$ cat src/rtl/mem_access.sv
// Purpose : MIPS32 MEM stage. Builds the data-memory address, lane-replicated store data and byte enables,
//           and extracts sign/zero-extended load data into the MEM/WB register.
// Latency : dm_* outputs are combinational from ex_*; wb_* are registered one cycle after ex_* is presented.
// Backpressure: stall holds MEM/WB and blocks the write; flush (wins over stall) loads a bubble and blocks the write.
// Ports   : clk/reset (sync, active-high); stall, flush; ex_* MEM-stage inputs from EX/MEM;
//           dm_addr/dm_wdata/dm_be/dm_we to data memory, dm_rdata combinational read word back;
//           wb_* MEM/WB register outputs; store_count counts committed stores (wraps at 2^32).
module mem_access (
    input  logic        clk,
    input  logic        reset,
    input  logic        stall,
    input  logic        flush,
    input  logic        ex_valid,
    input  logic [31:0] ex_pc,
    input  logic [3:0]  ex_op,
    input  logic [31:0] ex_alu,
    input  logic [31:0] ex_store_data,
    input  logic [4:0]  ex_rd,
    input  logic        ex_regwrite,
    output logic [31:0] dm_addr,
    output logic [31:0] dm_wdata,
    output logic [3:0]  dm_be,
    output logic        dm_we,
    input  logic [31:0] dm_rdata,
    output logic        wb_valid,
    output logic        wb_regwrite,
    output logic        wb_adel,
    output logic        wb_ades,
    output logic [31:0] wb_pc,
    output logic [31:0] wb_data,
    output logic [4:0]  wb_rd,
    output logic [31:0] store_count
);

    localparam logic [3:0] OP_LW  = 4'd1;
    localparam logic [3:0] OP_LH  = 4'd2;
    localparam logic [3:0] OP_LHU = 4'd3;
    localparam logic [3:0] OP_LB  = 4'd4;
    localparam logic [3:0] OP_LBU = 4'd5;
    localparam logic [3:0] OP_SW  = 4'd6;
    localparam logic [3:0] OP_SH  = 4'd7;
    localparam logic [3:0] OP_SB  = 4'd8;

    typedef struct packed {
        logic        valid;
        logic        regwrite;
        logic        adel;
        logic        ades;
        logic [31:0] pc;
        logic [31:0] data;
        logic [4:0]  rd;
    } memwb_t;

    memwb_t      memwb_q, memwb_d;
    logic [31:0] store_count_q, store_count_d;

    logic [1:0]  k;
    logic        is_load, is_store, misaligned;
    logic        adel, ades;
    logic [15:0] half_sel;
    logic [7:0]  byte_sel;
    logic [31:0] byte_shift;
    logic [31:0] load_val;

    assign k = ex_alu[1:0];

    // Decode; opcodes 9..15 fall through as NONE.
    always_comb begin
        is_load    = 1'b0;
        is_store   = 1'b0;
        misaligned = 1'b0;
        unique case (ex_op)
            OP_LW:          begin is_load  = 1'b1; misaligned = (k != 2'b00); end
            OP_LH, OP_LHU:  begin is_load  = 1'b1; misaligned = k[0];         end
            OP_LB, OP_LBU:  begin is_load  = 1'b1;                             end
            OP_SW:          begin is_store = 1'b1; misaligned = (k != 2'b00); end
            OP_SH:          begin is_store = 1'b1; misaligned = k[0];         end
            OP_SB:          begin is_store = 1'b1;                             end
            default:        ;
        endcase
    end

    assign adel = ex_valid & is_load  & misaligned;
    assign ades = ex_valid & is_store & misaligned;

    // Store lanes: data is replicated so the memory only needs the enables.
    always_comb begin
        dm_wdata = ex_store_data;
        dm_be    = 4'b0000;
        unique case (ex_op)
            OP_SW: begin
                dm_wdata = ex_store_data;
                dm_be    = 4'b1111;
            end
            OP_SH: begin
                dm_wdata = {2{ex_store_data[15:0]}};
                dm_be    = k[1] ? 4'b1100 : 4'b0011;
            end
            OP_SB: begin
                dm_wdata = {4{ex_store_data[7:0]}};
                dm_be    = 4'b0001 << k;
            end
            default: ;
        endcase
    end

    assign dm_addr = ex_alu;
    // reset is in the strobe so a store caught by reset never reaches memory.
    assign dm_we   = ex_valid & is_store & ~ades & ~stall & ~flush & ~reset;

    // Load extraction, little-endian.
    assign half_sel   = k[1] ? dm_rdata[31:16] : dm_rdata[15:0];
    assign byte_shift = dm_rdata >> {k, 3'b000};
    assign byte_sel   = byte_shift[7:0];

    always_comb begin
        load_val = dm_rdata;
        unique case (ex_op)
            OP_LH:   load_val = {{16{half_sel[15]}}, half_sel};
            OP_LHU:  load_val = {16'h0000, half_sel};
            OP_LB:   load_val = {{24{byte_sel[7]}}, byte_sel};
            OP_LBU:  load_val = {24'h000000, byte_sel};
            default: load_val = dm_rdata;
        endcase
    end

    // Next MEM/WB contents: reset > flush > stall > load.
    always_comb begin
        memwb_d = memwb_q;
        if (flush) begin
            memwb_d = '0;
        end else if (!stall) begin
            memwb_d.valid    = ex_valid;
            memwb_d.regwrite = ex_valid & ex_regwrite & ~is_store & ~adel;
            memwb_d.adel     = adel;
            memwb_d.ades     = ades;
            memwb_d.pc       = ex_pc;
            memwb_d.data     = is_load ? load_val : ex_alu;
            memwb_d.rd       = ex_rd;
        end
    end

    assign store_count_d = dm_we ? store_count_q + 32'd1 : store_count_q;

    always_ff @(posedge clk) begin
        if (reset) begin
            memwb_q       <= '0;
            store_count_q <= '0;
        end else begin
            memwb_q       <= memwb_d;
            store_count_q <= store_count_d;
        end
    end

    assign wb_valid    = memwb_q.valid;
    assign wb_regwrite = memwb_q.regwrite;
    assign wb_adel     = memwb_q.adel;
    assign wb_ades     = memwb_q.ades;
    assign wb_pc       = memwb_q.pc;
    assign wb_data     = memwb_q.data;
    assign wb_rd       = memwb_q.rd;
    assign store_count = store_count_q;

endmodule

$ cat config.mk
export PLATFORM = sky130hd
export DESIGN_NAME = mem_access
export DESIGN_NICKNAME = d
export VERILOG_FILES = /design/src/rtl/mem_access.sv
export SDC_FILE = /design/constraint.sdc
export NUM_CORES = 1
export LEC_CHECK = 0
export ABC_AREA = 1
export CAP_MARGIN = 20
export CORE_MARGIN = 2
export CORE_UTILIZATION = 41
export DETAILED_ROUTE_END_ITERATION = 10
export PLACE_DENSITY_LB_ADDON = 0.15
export SLEW_MARGIN = 40
export SYNTH_ARGS = -nofsm -noshare
export SYNTH_HDL_FRONTEND = slang
export SYNTH_SLANG_ARGS = --single-unit
export TNS_END_PERCENT = 20
$ cat constraint.sdc
create_clock -name clk -period 2 [get_ports clk]
set_clock_uncertainty 0.1 [all_clocks]
set_input_delay 0.4 -clock clk [delete_from_list [all_inputs] [get_ports clk]]
set_output_delay 0.4 -clock clk [all_outputs]
set_load 0.01 [all_outputs]
==> out/summary.json, run 1 <==
{
  "vias_per_cell": 5.01,
  "max_clock_freq_mhz": 508,
  "critical_path_buf_inv_count": 2,
  "grt_pass1_wl_mm": 38.0,
  "unrepaired_setup_endpoints_after_global_routing": "no",
  "syn_area_per_cell_um2": 6.22,
  "clkLatencyLatePin_ns": 0.36,
  "final-hold-violation-count": 0,
  "worstPathMaxFanout": 2,
  "clock-sinks": 105,
  "totalWireLength_mm": 24.9,
  "setup_viol": 0,
  "area_growth_pct": 62.6,
  "detail_route.drc_violations": 0,
  "routed_wire_length_per_instance_um": 15.7,
  "area_fraction_of_the_dominant_cell_type_after_synthesis": 0.325,
  "mappedNetlistArea_mm2": 0.00647,
  "worst-endpoint-required_ns": 1.50,
  "cells_taking_the_most_area_after_synthesis": "sky130_fd_sc_hd__dfxtp_1, sky130_fd_sc_hd__nand2_1, sky130_fd_sc_hd__a21oi_1",
  "post_cts_hold_buffer_count": 0,
  "ys_seq_elements": 105,
  "p_leak_uw": 0.00431,
  "cpLargestDelayFamily": "buffers and inverters",
  "htree_num_levels": 3,
  "reg_clk_slew_reported_paths_ns": 0.07,
  "layout.nets": 1507,
  "dpl-instance-area_mm2": 0.00996,
  "worstSetupEndpointType": "output pin",
  "io-pin-count": 317,
  "total_power_uw": 5410,
  "first_global_vias": 7294,
  "floorplan.die.width_um": 130,
  "start_util": 0.422,
  "crit_path_max_incr_delay_ns": 0.56,
  "portBuffers": 316,
  "cells_traversed_along_the_worst_timing_path": "clkdlybuf4s50_1 > clkdlybuf4s50_1",
  "grt.total_usage": 0.289,
  "worstHoldPathType": "flop to flop",
  "post-route-cell-area_mm2": 0.0105,
  "crit_path_frequent_cell": "sky130_fd_sc_hd__clkdlybuf4s50_1",
  "layout_min_cycle_time_ns": 1.97,
  "dpl.hpwl_mm": 18.8,
  "detailroute.via_count": 7927,
  "core_region_area_mm2": 0.0153,
  "crit_type": "primary input to output pin",
  "timing.critical_path.from_type": "primary input",
  "first_pass_iters": 5,
  "synthesized_instance_count": 1039,
  "run_status": "completed",
  "peakVddDrop_v": 0.000529,
  "cts_root_buf": "sky130_fd_sc_hd__clkbuf_16",
  "grt_max_degree": 67,
  "design.die.area_mm2": 0.0168,
  "floorplan.die.height_um": 130,
  "ys_types": 36,
  "worst_ep_arrival_time_ns": 1.47,
  "power-per-cell-area_mw_per_mm2": 515,
  "routabilityCongestion": 0.974,
  "max_root_sink_buffers": 2,
  "antenna_violations_before_repair": 4,
  "max-cap-violations": 0,
  "yosys.area.top_type": "sky130_fd_sc_hd__dfxtp_1",
  "synth.yosys.warnings": 0,
  "cts_made_buffers": 9,
  "worst_slew_pin_slew_ns": 0.727,
  "layout_cell_share_with_drive_strength_beyond_1": 0.145,
  "clock_tree_from_tritoncts": "yes",
  "synth_nets": 1183,
  "floorplan.rows": 45,
  "first_iter_violations": 511,
  "timing.final.max_slew_violations": 0,
  "slew_hr": 0.515,
  "synth.yosys.seq_area_share": 0.325,
  "finalCritPeriodShare": 0.984,
  "gr-total-overflow": 0,
  "critical-path-slowest-cell": "sky130_fd_sc_hd__clkdlybuf4s50_1",
  "postRouteAntennaNets": 0
}
-- cell families (layout without fill, tap and decap cells) --
logic type                 Yosys count  in the layout  share of synthesized area
and+or+nand+nor                    521            521                      0.334
AOI/OAI and AO/OA                  225            225                      0.182
buffers and inverters              175            504                      0.139
DFF                                105            105                      0.325
xor gates and xnor gates             7              7                    0.00948
muxes                                5              5                    0.00774
adders and majority gates            1              1                    0.00193
other                                0              4                          0
-- cell usage after synthesis --
cell type and n:
sky130_fd_sc_hd__nand2_1 319, sky130_fd_sc_hd__a21oi_1 129, sky130_fd_sc_hd__nor2_1 121, sky130_fd_sc_hd__dfxtp_1 105
sky130_fd_sc_hd__inv_1 82, sky130_fd_sc_hd__o21ai_0 71, sky130_fd_sc_hd__nand3_1 54, sky130_fd_sc_hd__buf_4 43
sky130_fd_sc_hd__clkbuf_1 28, sky130_fd_sc_hd__buf_6 10, sky130_fd_sc_hd__o22ai_1 9, sky130_fd_sc_hd__buf_2 5
sky130_fd_sc_hd__mux2i_1 5, sky130_fd_sc_hd__xnor2_1 5, sky130_fd_sc_hd__a31oi_1 4, sky130_fd_sc_hd__nand2_4 4
sky130_fd_sc_hd__nand3b_1 4, sky130_fd_sc_hd__nor2_2 4, sky130_fd_sc_hd__nor3_1 4, sky130_fd_sc_hd__inv_2 3
sky130_fd_sc_hd__nand2_2 3, sky130_fd_sc_hd__o211ai_1 3, sky130_fd_sc_hd__o31ai_1 3, sky130_fd_sc_hd__a21oi_2 2
sky130_fd_sc_hd__buf_1 2, sky130_fd_sc_hd__clkinv_1 2, sky130_fd_sc_hd__nand3_4 2, sky130_fd_sc_hd__nor2_4 2
sky130_fd_sc_hd__o211ai_2 2, sky130_fd_sc_hd__o21ai_1 2, sky130_fd_sc_hd__xor2_1 2, sky130_fd_sc_hd__and2_1 1
sky130_fd_sc_hd__ha_1 1, sky130_fd_sc_hd__nand3_2 1, sky130_fd_sc_hd__nand4_1 1, sky130_fd_sc_hd__nor2_8 1
-- metrics by stage --
| step | instances | hold WS [ns] | setup TNS [ns] | setup WS, ns | util |
|---|---|---|---|---|---|
| detailed placement | 1553 | 0.356 | -55.49 | -0.769 | 0.650 |
| global placement | 1553 | 0.350 | -53.19 | -0.736 | 0.650 |
| CTS | 1578 | 0.367 | -0.575 | -0.0942 | 0.678 |
| global route | 1583 | 0.383 | 0 | 0.00879 | 0.686 |
| finish | 1583 | 0.365 | 0 | 0.0328 | 0.686 |
| floorplan | 1039 | 0.390 | 0 | 0.191 | - |
-- report_power, final --
| group | internal, uW | switching (uW) | total [uW] |
|---|---|---|---|
| combinational | 712 | 651 | 1360 |
| clock | 997 | 881 | 1880 |
| sequential | 2140 | 27.9 | 2170 |
| total | 3850 | 1560 | 5410 |
-- timing repair --
action                     4_1_cts  5_1_grt
buffers inserted                 6        1
resized for setup              159       54
setup endpoints to repair       92       40
gates cloned                     3        1
pin swaps                       12        9
-- cells in the final DEF, fill, tap and decap left out, drive strengths merged, types with 8 or more instances in the layout --
master	count
a21oi	131
buf	116
clkbuf	13
clkdlybuf4s50	273
dfxtp	105
dlygate4sd2	8
inv	89
nand2	326
nand3	57
nor2	128
o21ai	73
o22ai	9
-- path summary, 6_finish.rpt --
kind | slack [ns] | endpoint | startpoint | cells past startpoint
setup reg to reg | 0.15 | store_count[19] | store_count[0] | 9
hold reg to reg | 0.37 | wb_pc[22] | wb_pc[22] | 2
setup / recovery | 0.03 | dm_addr[2] | ex_alu[2] | 2
hold / removal | 0.37 | wb_pc[22] | wb_pc[22] | 2
-- routing by layer --
layer	vias up	wire (um)	global-route usage
li1	3969	-	-
met1	3563	10100	0.347
met2	334	11400	0.472
met3	61	2360	0.0945
met4	0	1040	0.129
met5	-	0	0
-- worst register-to-register path, cell delays in order, from the launching register on --
cell	delay, ns
sky130_fd_sc_hd__dfxtp_1	0.38
sky130_fd_sc_hd__inv_1	0.08
sky130_fd_sc_hd__nor2_2	0.27
sky130_fd_sc_hd__nand2_1	0.15
sky130_fd_sc_hd__nor2_2	0.30
sky130_fd_sc_hd__nand2_1	0.12
sky130_fd_sc_hd__nor2_1	0.15
sky130_fd_sc_hd__nand3_1	0.09
sky130_fd_sc_hd__nand2_1	0.06
sky130_fd_sc_hd__nor2_1	0.04
-- layout make-up --
cell class	instances	area (um2)
antenna	4	10.0
clock buffer	9	225
clock inverter	7	83.8
fill	1399	4800
inverter	87	327
multi-input combinational	759	3690
sequential	105	2100
tap	211	264
timing repair buffer	401	3810
-- flip-flops by register name (all words and copies together) (netlist names) --
signal       flops
wb_data         32
wb_pc           32
wb_ades          1
wb_adel          1
wb_rd            5
wb_valid         1
wb_regwrite      1
store_count     32
Note: power is estimated with default switching activity, not from simulation.
==> inputs of run 2 (changes only) <==
CORE_AREA = 2 2 124 126   (was not set)
CORE_MARGIN = not set   (was 2)
CORE_UTILIZATION = not set   (was 41)
DIE_AREA = 0 0 126 128   (was not set)
DONT_BUFFER_PORTS = 1   (was not set)
==> run 2 against run 1 <==
Wire length down 17%. Register-to-register slack about the same. Critical path depth up 3. Clock power barely moved. Die area down 4.0%. Total power fell by 14%. Cell area shrank 36%. Largest power group unchanged.
==> out/summary.json, run 2 (same netlist as run 1, synthesis figures left out) <==
{
  "worst_ep_arrival_time": {"value": 1.36, "unit": "ns", "change": "was 1.47 ns"},
  "clock-sinks": {"value": 105, "change": "unchanged"},
  "number_of_inserted_filler_cells_in_the_final_layout": {"value": 1605, "change": "was 1399"},
  "floorplan.rows": {"value": 45, "change": "unchanged"},
  "p_sw": {"value": 1410, "unit": "uW", "change": "was 1560 uW"},
  "gr-total-overflow": {"value": 0, "change": "unchanged"},
  "unrepaired_setup_endpoints_after_global_routing": {"value": "no", "change": "unchanged"},
  "finish.utilization": {"value": 0.454, "change": "was 0.686"},
  "grt_pass1_wl": {"value": 31.9, "unit": "mm", "change": "was 38.0 mm"},
  "power-per-cell-area": {"value": 690, "unit": "mW/mm2", "change": "was 515 mW/mm2"},
  "max_root_sink_buffers": {"value": 2, "change": "unchanged"},
  "detailroute.via_count": {"value": 6375, "change": "was 7927"},
  "crit_type": {"value": "primary input to output pin", "change": "unchanged"},
  "layout.area.seq": {"value": 0.00210, "unit": "mm2", "change": "unchanged"},
  "dpl-instance-area": {"value": 0.00642, "unit": "mm2", "change": "was 0.00996 mm2"},
  "area_growth": {"value": 4.28, "unit": "%", "change": "was 62.6%"},
  "power.clock.fraction": {"value": 0.407, "change": "was 0.347"},
  "worstPathMaxFanout": {"value": 20, "change": "was 2"},
  "finalCritPeriodShare": {"value": 0.930, "change": "was 0.984"},
  "timing.final.max_slew_violations": {"value": 0, "change": "unchanged"},
  "first_iter_violations": {"value": 545, "change": "was 511"},
  "final-hold-violation-count": {"value": 0, "change": "unchanged"},
  "htree_num_levels": {"value": 3, "change": "unchanged"},
  "dpl.hpwl": {"value": 15.8, "unit": "mm", "change": "was 18.8 mm"},
  "switching_share": {"value": 0.304, "change": "was 0.288"},
  "p_leak": {"value": 0.00276, "unit": "uW", "change": "was 0.00431 uW"},
  "cts_made_buffers": {"value": 9, "change": "unchanged"},
  "first_global_vias": {"value": 5639, "change": "was 7294"},
  "floorplan.die.width": {"value": 126, "unit": "um", "change": "was 130 um"},
  "worst_hold_slack": {"value": 0.0657, "unit": "ns", "change": "was 0.365 ns"},
  "core_region_area": {"value": 0.0149, "unit": "mm2", "change": "was 0.0153 mm2"},
  "worst-endpoint-required": {"value": 1.50, "unit": "ns", "change": "about the same"},
  "max-cap-violations": {"value": 0, "change": "unchanged"},
  "worstHoldPathType": {"value": "primary input to flop", "change": "was flop to flop"},
  "timing.critical_path.from_type": {"value": "primary input", "change": "unchanged"},
  "grt.total_usage": {"value": 0.250, "change": "was 0.289"},
  "antenna_cell_count": {"value": 0, "change": "was 4"},
  "power.share.sequential": {"value": 0.476, "change": "was 0.401"},
  "worstSetupEndpointType": {"value": "output pin", "change": "unchanged"},
  "vias_per_cell": {"value": 5.36, "change": "was 5.01"},
  "detail_route.drc_violations": {"value": 0, "change": "unchanged"},
  "routed_wire_length_per_instance": {"value": 17.4, "unit": "um", "change": "was 15.7 um"},
  "grt_busiest_layer": {"value": "met2", "change": "unchanged"},
  "clkLatencyLatePin": {"value": 0.36, "unit": "ns", "change": "about the same"},
  "groute.layer.met2.usage": {"value": 0.373, "change": "was 0.472"},
  "multiInputGateArea": {"value": 0.00347, "unit": "mm2", "change": "was 0.00369 mm2"},
  "layout_min_cycle_time": {"value": 1.86, "unit": "ns", "change": "was 1.97 ns"},
  "layout_cell_share_with_drive_strength_beyond_1": {"value": 0.0769, "change": "was 0.145"},
  "start_util": {"value": 0.435, "change": "was 0.422"},
  "peakVddDrop": {"value": 0.000385, "unit": "V", "change": "was 0.000529 V"},
  "totalWireLength": {"value": 20.7, "unit": "mm", "change": "was 24.9 mm"},
  "portBuffers": {"value": 0, "change": "was 316"},
  "layout.nets": {"value": 1140, "change": "was 1507"},
  "antenna_violations_before_repair": {"value": 0, "change": "was 4"},
  "post-route-cell-area": {"value": 0.00674, "unit": "mm2", "change": "was 0.0105 mm2"},
  "tns": {"value": 0, "unit": "ns", "change": "unchanged"},
  "use_met3": {"value": 0.0856, "change": "was 0.0945"},
  "combinationalPowerShare": {"value": 0.116, "change": "was 0.252"},
  "io-pin-count": {"value": 317, "change": "unchanged"},
  "run_status": {"value": "completed", "change": "unchanged"},
  "grt.met1_usage": {"value": 0.341, "change": "was 0.347"},
  "floorplan.die.height": {"value": 128, "unit": "um", "change": "was 130 um"},
  "worst_slew_pin_slew": {"value": 0.638, "unit": "ns", "change": "was 0.727 ns"},
  "leading_cell_types_in_the_layout_fill_and_taps_excluded": {"value": "sky130_fd_sc_hd__nand2_1, sky130_fd_sc_hd__a21oi_1, sky130_fd_sc_hd__nor2_1", "change": "was sky130_fd_sc_hd__nand2_1, sky130_fd_sc_hd__clkdlybuf4s50_1, sky130_fd_sc_hd__a21oi_1"},
  "design.die.area": {"value": 0.0161, "unit": "mm2", "change": "was 0.0168 mm2"},
  "max_clock_freq": {"value": 538, "unit": "MHz", "change": "was 508 MHz"},
  "grt_max_degree": {"value": 68, "change": "was 67"},
  "cts_root_buf": {"value": "sky130_fd_sc_hd__clkbuf_16", "change": "unchanged"},
  "layout.cells.most_common": {"value": "sky130_fd_sc_hd__nand2_1", "change": "unchanged"},
  "reg_clk_slew_reported_paths": {"value": 0.09, "unit": "ns", "change": "was 0.07 ns"},
  "setup_viol": {"value": 0, "change": "unchanged"},
  "postRouteAntennaNets": {"value": 0, "change": "unchanged"},
  "first_pass_iters": {"value": 5, "change": "unchanged"},
  "power_report.internal_total": {"value": 3240, "unit": "uW", "change": "was 3850 uW"},
  "routabilityCongestion": {"value": 0.931, "change": "was 0.974"},
  "clock_tree_from_tritoncts": {"value": "yes", "change": "unchanged"},
  "slew_hr": {"value": 0.574, "change": "was 0.515"}
}
run 2: cell types whose count changed in the layout (fill, tap and decap cells not counted), moves of 10 or more:
cell / change
sky130_fd_sc_hd__buf_6: -10
sky130_fd_sc_hd__clkdlybuf4s50_1: -273
sky130_fd_sc_hd__buf_2: -26
sky130_fd_sc_hd__buf_4: -40
run 2: final cells by class:
| class | count | area share |
|---|---|---|
| Clock buffer | 9 | 0.0334 |
| Clock inverter | 7 | 0.0135 |
| Inverter | 87 | 0.0484 |
| Multi-Input combinational cell | 759 | 0.515 |
| Sequential cell | 105 | 0.312 |
| Tap cell | 188 | 0.0349 |
| Timing Repair Buffer | 34 | 0.0431 |
run 2: repair_timing:
item | in CTS | in global routing
buffers inserted | 0 | 0
hold buffers | 1 | 0
setup endpoints to repair | 0 | 1
endpoints found under the hold margin | 23 | 0
resized for setup | 0 | 1
run 2: power groups by stage:
stage | Combinational, uW | Clock (uW) | Sequential, uW
floorplan | 537 | 0 | 2240
detailed placement | 531 | 0 | 2260
CTS | 542 | 1950 | 2220
global placement | 529 | 0 | 2270
global route | 610 | 2020 | 2220
finish | 541 | 1890 | 2210
run 2: worst paths after layout:
kind	from	endpoint	slack (ns)	cells past startpoint
max	ex_op[2]	dm_be[0]	0.14	5
min	stall	wb_pc[29]	0.07	2
max reg2reg	store_count[2]	store_count[17]	0.16	9
min reg2reg	wb_pc[10]	wb_pc[10]	0.41	2
run 2: through the flow:
stage                     worst slack, ns  power (uW)  cells
after floorplan                     0.191        2780   1039
after global placement              0.160        2790   1172
after detailed placement            0.160        2800   1172
after CTS                           0.147        4710   1189
after global routing               0.0280        4850   1189
final                               0.140        4650   1189
run 2: worst max-delay path, stage by stage:
cell and delay, ns:
sky130_fd_sc_hd__inv_1 0.10, sky130_fd_sc_hd__nand3_2 0.10, sky130_fd_sc_hd__buf_4 0.21, sky130_fd_sc_hd__o31ai_1 0.35, sky130_fd_sc_hd__buf_4 0.19
run 2: per-layer routing:
metal	share of wire	wire, um
met2	0.43	8960
met1	0.44	9150
met5	0	0
met3	0.11	2220
met4	0.018	380
==> variant 1 (config.mk and constraints of run 2) <==
Make the reset (`reset`) asynchronous in one clocked block.
--- a/src/rtl/mem_access.sv
+++ b/src/rtl/mem_access.sv
@@ -144,3 +144,3 @@
 
-    always_ff @(posedge clk) begin
+    always_ff @(posedge clk or posedge reset) begin
         if (reset) begin
Function: differs if reset is asserted again (counterexample within 4 cycles, from zero or initial values and one cycle with reset high); with reset held inactive, the same outputs for 4 cycles.
==> variant 1 against run 2 <==
- total power grew 10%
- non-clock buffer count grew 6
- sequential cell count stayed put
- wire length fell by 5.4%
- synthesized area rose by 3.1%
- hold slack worse by 0.029 ns
- count of clock-buffer cells in the layout stayed put
- design area up 5.7%
- worst setup slack got worse by 0.0045 ns
- critical endpoint is now dm_we
- largest cell class unchanged
- highest routed layer unchanged
==> variant 1: results (changes against run 2) <==
critical_path:
  path_delay_family: "simple AND/OR/NAND/NOR gates"
  cp_slowest_stage_delay_ns: 0.24  # -0.11 ns
  critPathSlowestCell: "nand2_1"
  worstRegToRegCells: 10  # +1
finish:
  n_fill_cell: 1570  # -2.2%
  drive_gt1_share_pct: 9.72  # +2.0 points
  multi_input_area_mm2: 0.00324  # -6.6%
  layout.nets: 1096  # -3.9%
yosys:
  ys_types: 29  # -19%
  async_reset_ff_share_pct: 100  # +100 points
  synthTopCellsByArea: "dfrtp_1 39%, nand2_1 21%, nor2_1 6.0%, buf_4 5.0%, a22o_1 4.9%"
  synth_ff_type: "dfrtp_1"
placed_design:
  gp_congestion: 0.895  # -3.9%
  post-place-ws_ns: 0.0930  # -0.0670 ns
  hpwl_um: 14900  # -5.4%
  place_area_mm2: 0.00680  # +5.9%
drt:
  wl_met1_um: 8520  # -6.9%
  dr_wl_met3_um: 1870  # -16%
  vias: 6036  # -5.3%
  wl_um: 19600  # -5.4%
  route.met2.wl_um: 8790  # -1.9%
  initialDrtViolationCount: 300  # -45%
  dr.pass1.iters: 5  # unchanged
min_path:
  hold_class: "in -> async"
grt:
  grt_pass1_wl_um: 29900  # -6.5%
  first_global_vias: 5509  # -2.3%
  antenna_found_initial: 1  # +1
clock_tree:
  cts-root-buf: "clkbuf_16"
timing:
  max_slew_margin_pct: 62.9  # +5.6 points
pwr:
  p_leak_nw: 3.60  # +31%
  ir_worst_vdd_mv: 0.405  # +5.2%
outcome:
  status: "complete, no violations"
## variant 1: timing repair
action,CTS,global route
endpoints found under the hold margin,0,0
endpoints found under the setup margin,0,15
resized for setup,0,7
## variant 1: through the flow
| stage | std cells | hold WS (ns) |
|---|---|---|
| detailed placement | 1129 | 0.433 |
| finish | 1146 | 0.0365 |
| global route | 1146 | 0.0656 |
| CTS | 1145 | 0.0657 |
| floorplan | 982 | 0.415 |
| global placement | 1129 | 0.433 |
## variant 1: cell type report
class                   count  share of cell area, %
well taps                 188                   3.30
flip-flops and latches    105                   36.9
clock inverters             7                   1.16
multi-input cells         706                   45.5
repair buffers             40                   5.09
clock buffers               9                   3.16
diodes                      1                 0.0351
inverters                  90                   4.79
## variant 1: cell families after synthesis
family	after synthesis	share of synthesized area (%)
xor+xnor	7	0.920
simple gates	567	34.4
fa+ha+maj	1	0.188
compound gates	131	12.4
flops	105	39.4
buf+inv	171	12.7
## variant 1: layer usage
layer	up-vias	global-route usage, %
met3	29	8.26
met1	2743	31.1
li1	3009	-
met5	-	0
met4	0	7.63
met2	255	35.5
## variant 1: power breakdown
group	internal [mW]	switching [mW]
sequential	2.27	0.205
clock	0.899	0.921
combinational	0.300	0.521
## variant 1: final timing paths
path	endpoint	slack, ns	start
max	dm_we	0.14	ex_op[0]
min	wb_data[14]	0.04	reset
max reg2reg	store_count[20]	0.15	store_count[1]
min reg2reg	wb_data[24]	0.46	wb_data[24]
max in group asynchronous	store_count[6]	1.33	reset
min in group clk	wb_pc[13]	0.08	ex_pc[13]
## variant 1: worst reg2reg max path, delay by kind of cell (launching register included)
family,cells,cell delay (ns)
AND/OR/NAND/NOR,8,0.95
flip-flops,1,0.36
adder cells (fa/ha/maj),1,0.23
buffers and inverters,1,0.10
==> variant 2 (config.mk and constraints of run 2) <==
Made on the original files. Remove the case item `OP_SB` of the case on `ex_op`.
--- a/src/rtl/mem_access.sv
+++ b/src/rtl/mem_access.sv
@@ -98,6 +98,2 @@
             end
-            OP_SB: begin
-                dm_wdata = {4{ex_store_data[7:0]}};
-                dm_be    = 4'b0001 << k;
-            end
             default: ;
Behaviour: not the same (Yosys sat finds a counterexample within 4 cycles, from zero or initial values and one cycle with reset high).
==> variant 2 against run 2 <==
- wire length shrank 12%
- global-route usage is 3.1 points lower
- sequential cell count is the same
- non-clock buffer count fell by 3
- design area shrank 11%
- worst setup slack better by 0.016 ns
- total power shrank 4.3%
- maximum frequency rose by 0.85%
- synthesized area is 11% lower
- critical path type unchanged
- critical endpoint is now dm_we
- largest cell class unchanged
- highest routed layer unchanged
==> variant 2: results (changes against run 2) <==
outcome:
  status: "complete, no violations"
finish:
  layout.nets: 959  # -16%
  antenna_cells: 2  # +2
  area_share_nonclk_buffers_pct: 4.50  # +0.19 points
  n_fill_cell: 1582  # -1.4%
  drive_gt1_share_pct: 10.6  # +2.9 points
  clk_share_pct: 5.00  # +0.31 points
  multi_input_area_share_pct: 46.7  # -4.8 points
  inverters: 77  # -11%
  seq_area_mm2: 0.00210  # about the same
  nClkBuffers: 10  # +1
  multiInputCombCellCount: 591  # -22%
  postLayoutCellArea_mm2: 0.00601  # -11%
  nFlopsAndLatches: 105  # unchanged
  buffers: 31  # -8.8%
grt:
  grt_max_degree: 63  # -7.4%
  grt_use_met3_pct: 8.68  # +0.13 points
  grt_pass1_wl_um: 27900  # -13%
  groute.usage.overall_pct: 21.9  # -3.1 points
  antenna_found_initial: 1  # +1
  grtUsageMet2_pct: 35.5  # -1.8 points
  gr-usage-met1_pct: 25.8  # -8.2 points
  first_global_vias: 5268  # -6.6%
critical_path:
  crit_end: "dm_we"
  startpoint: "ex_op[3]"
  cp_max_fo: 24  # +20%
  rr_startpoint: "store_count[3]"
  cp.arrival_ns: 1.34  # -0.02 ns
  r2r_end: "store_count[29]"
yosys:
  ys_seq_area_share_pct: 36.6  # +4.1 points
  synth_compound_area_share_pct: 18.0  # -0.26 points
  synth_fa_ha_area_share_pct: 0.218  # +0.024 points
  avgSynthCellArea_um2: 6.62  # +6.4%
  muxShareOfSynthArea_pct: 3.14  # +2.4 points
  synth-xor-area-share_pct: 0  # -0.95 points
  ys_types: 32  # -11%
  synth_nets: 1012  # -14%
min_path:
  holdPathEnd: "store_count[19]"
  hold_depth: 1  # -1
  worstHoldStart: "reset"
drt:
  wl_um: 18300  # -12%
  dr_wl_met3_um: 1670  # -25%
  initialDrtViolationCount: 336  # -38%
  vias: 5425  # -15%
  via_per_inst: 5.37  # +0.18%
  wl_met1_um: 7600  # -17%
pwr:
  ir_worst_vdd_mv: 0.374  # -2.8%
  p_leak_nw: 2.47  # -10%
  pwr-share-clk_pct: 40.5  # -0.2 points
  p_sw_mw: 1.24  # -12%
  intPower_mw: 3.21  # -0.99%
timing:
  fin_crit_sh_pct: 92.2  # -0.78 points
  max_slew_margin_pct: 50.3  # -7.0 points
  slew_viol_final: 0  # unchanged
placed_design:
  post-place-ws_ns: 0.106  # -0.0537 ns
  dp.cells: 992  # -15%
  hpwl_um: 13800  # -13%
  place_area_mm2: 0.00568  # -11%
clock_tree:
  path_clk_slew_ns: 0.07  # -0.02 ns
die:
  placementRows: 45  # unchanged
==> variant 2: cell types whose count changed after synthesis, moves of 6 or more <==
cell	delta
buf_4	+9
a21oi_1	-29
mux2_2	+16
inv_1	-7
nor2_1	-31
buf_2	+6
nand3_1	-11
nand2_1	-111
o22ai_1	-6
buf_6	-9
o21ai_0	+12
==> variant 2: critical path: stages <==
cell	delay, ns
nor2_1	0.23
nand2_2	0.17
nand2_1	0.10
nand2_1	0.07
nand2_1	0.15
nor2_4	0.05
buf_12	0.16
==> variant 2: per-stage QoR <==
step / hold WS (ns) / setup TNS, ns
after floorplan: 0.379 / 0
after global placement: 0.385 / 0
after detailed placement: 0.390 / 0
after CTS: 0.00433 / 0
after global routing: 0.00751 / -0.0307
final: 0.0229 / 0
==> variant 2: logic make-up (layout without fill, tap and decap cells) <==
family          after synthesis  in the layout
flops                       105            105
other cells                   0              2
compound gates              200            200
simple gates                374            374
mux                          16             16
fa+ha+maj                     1              1
buf+inv                     172            124
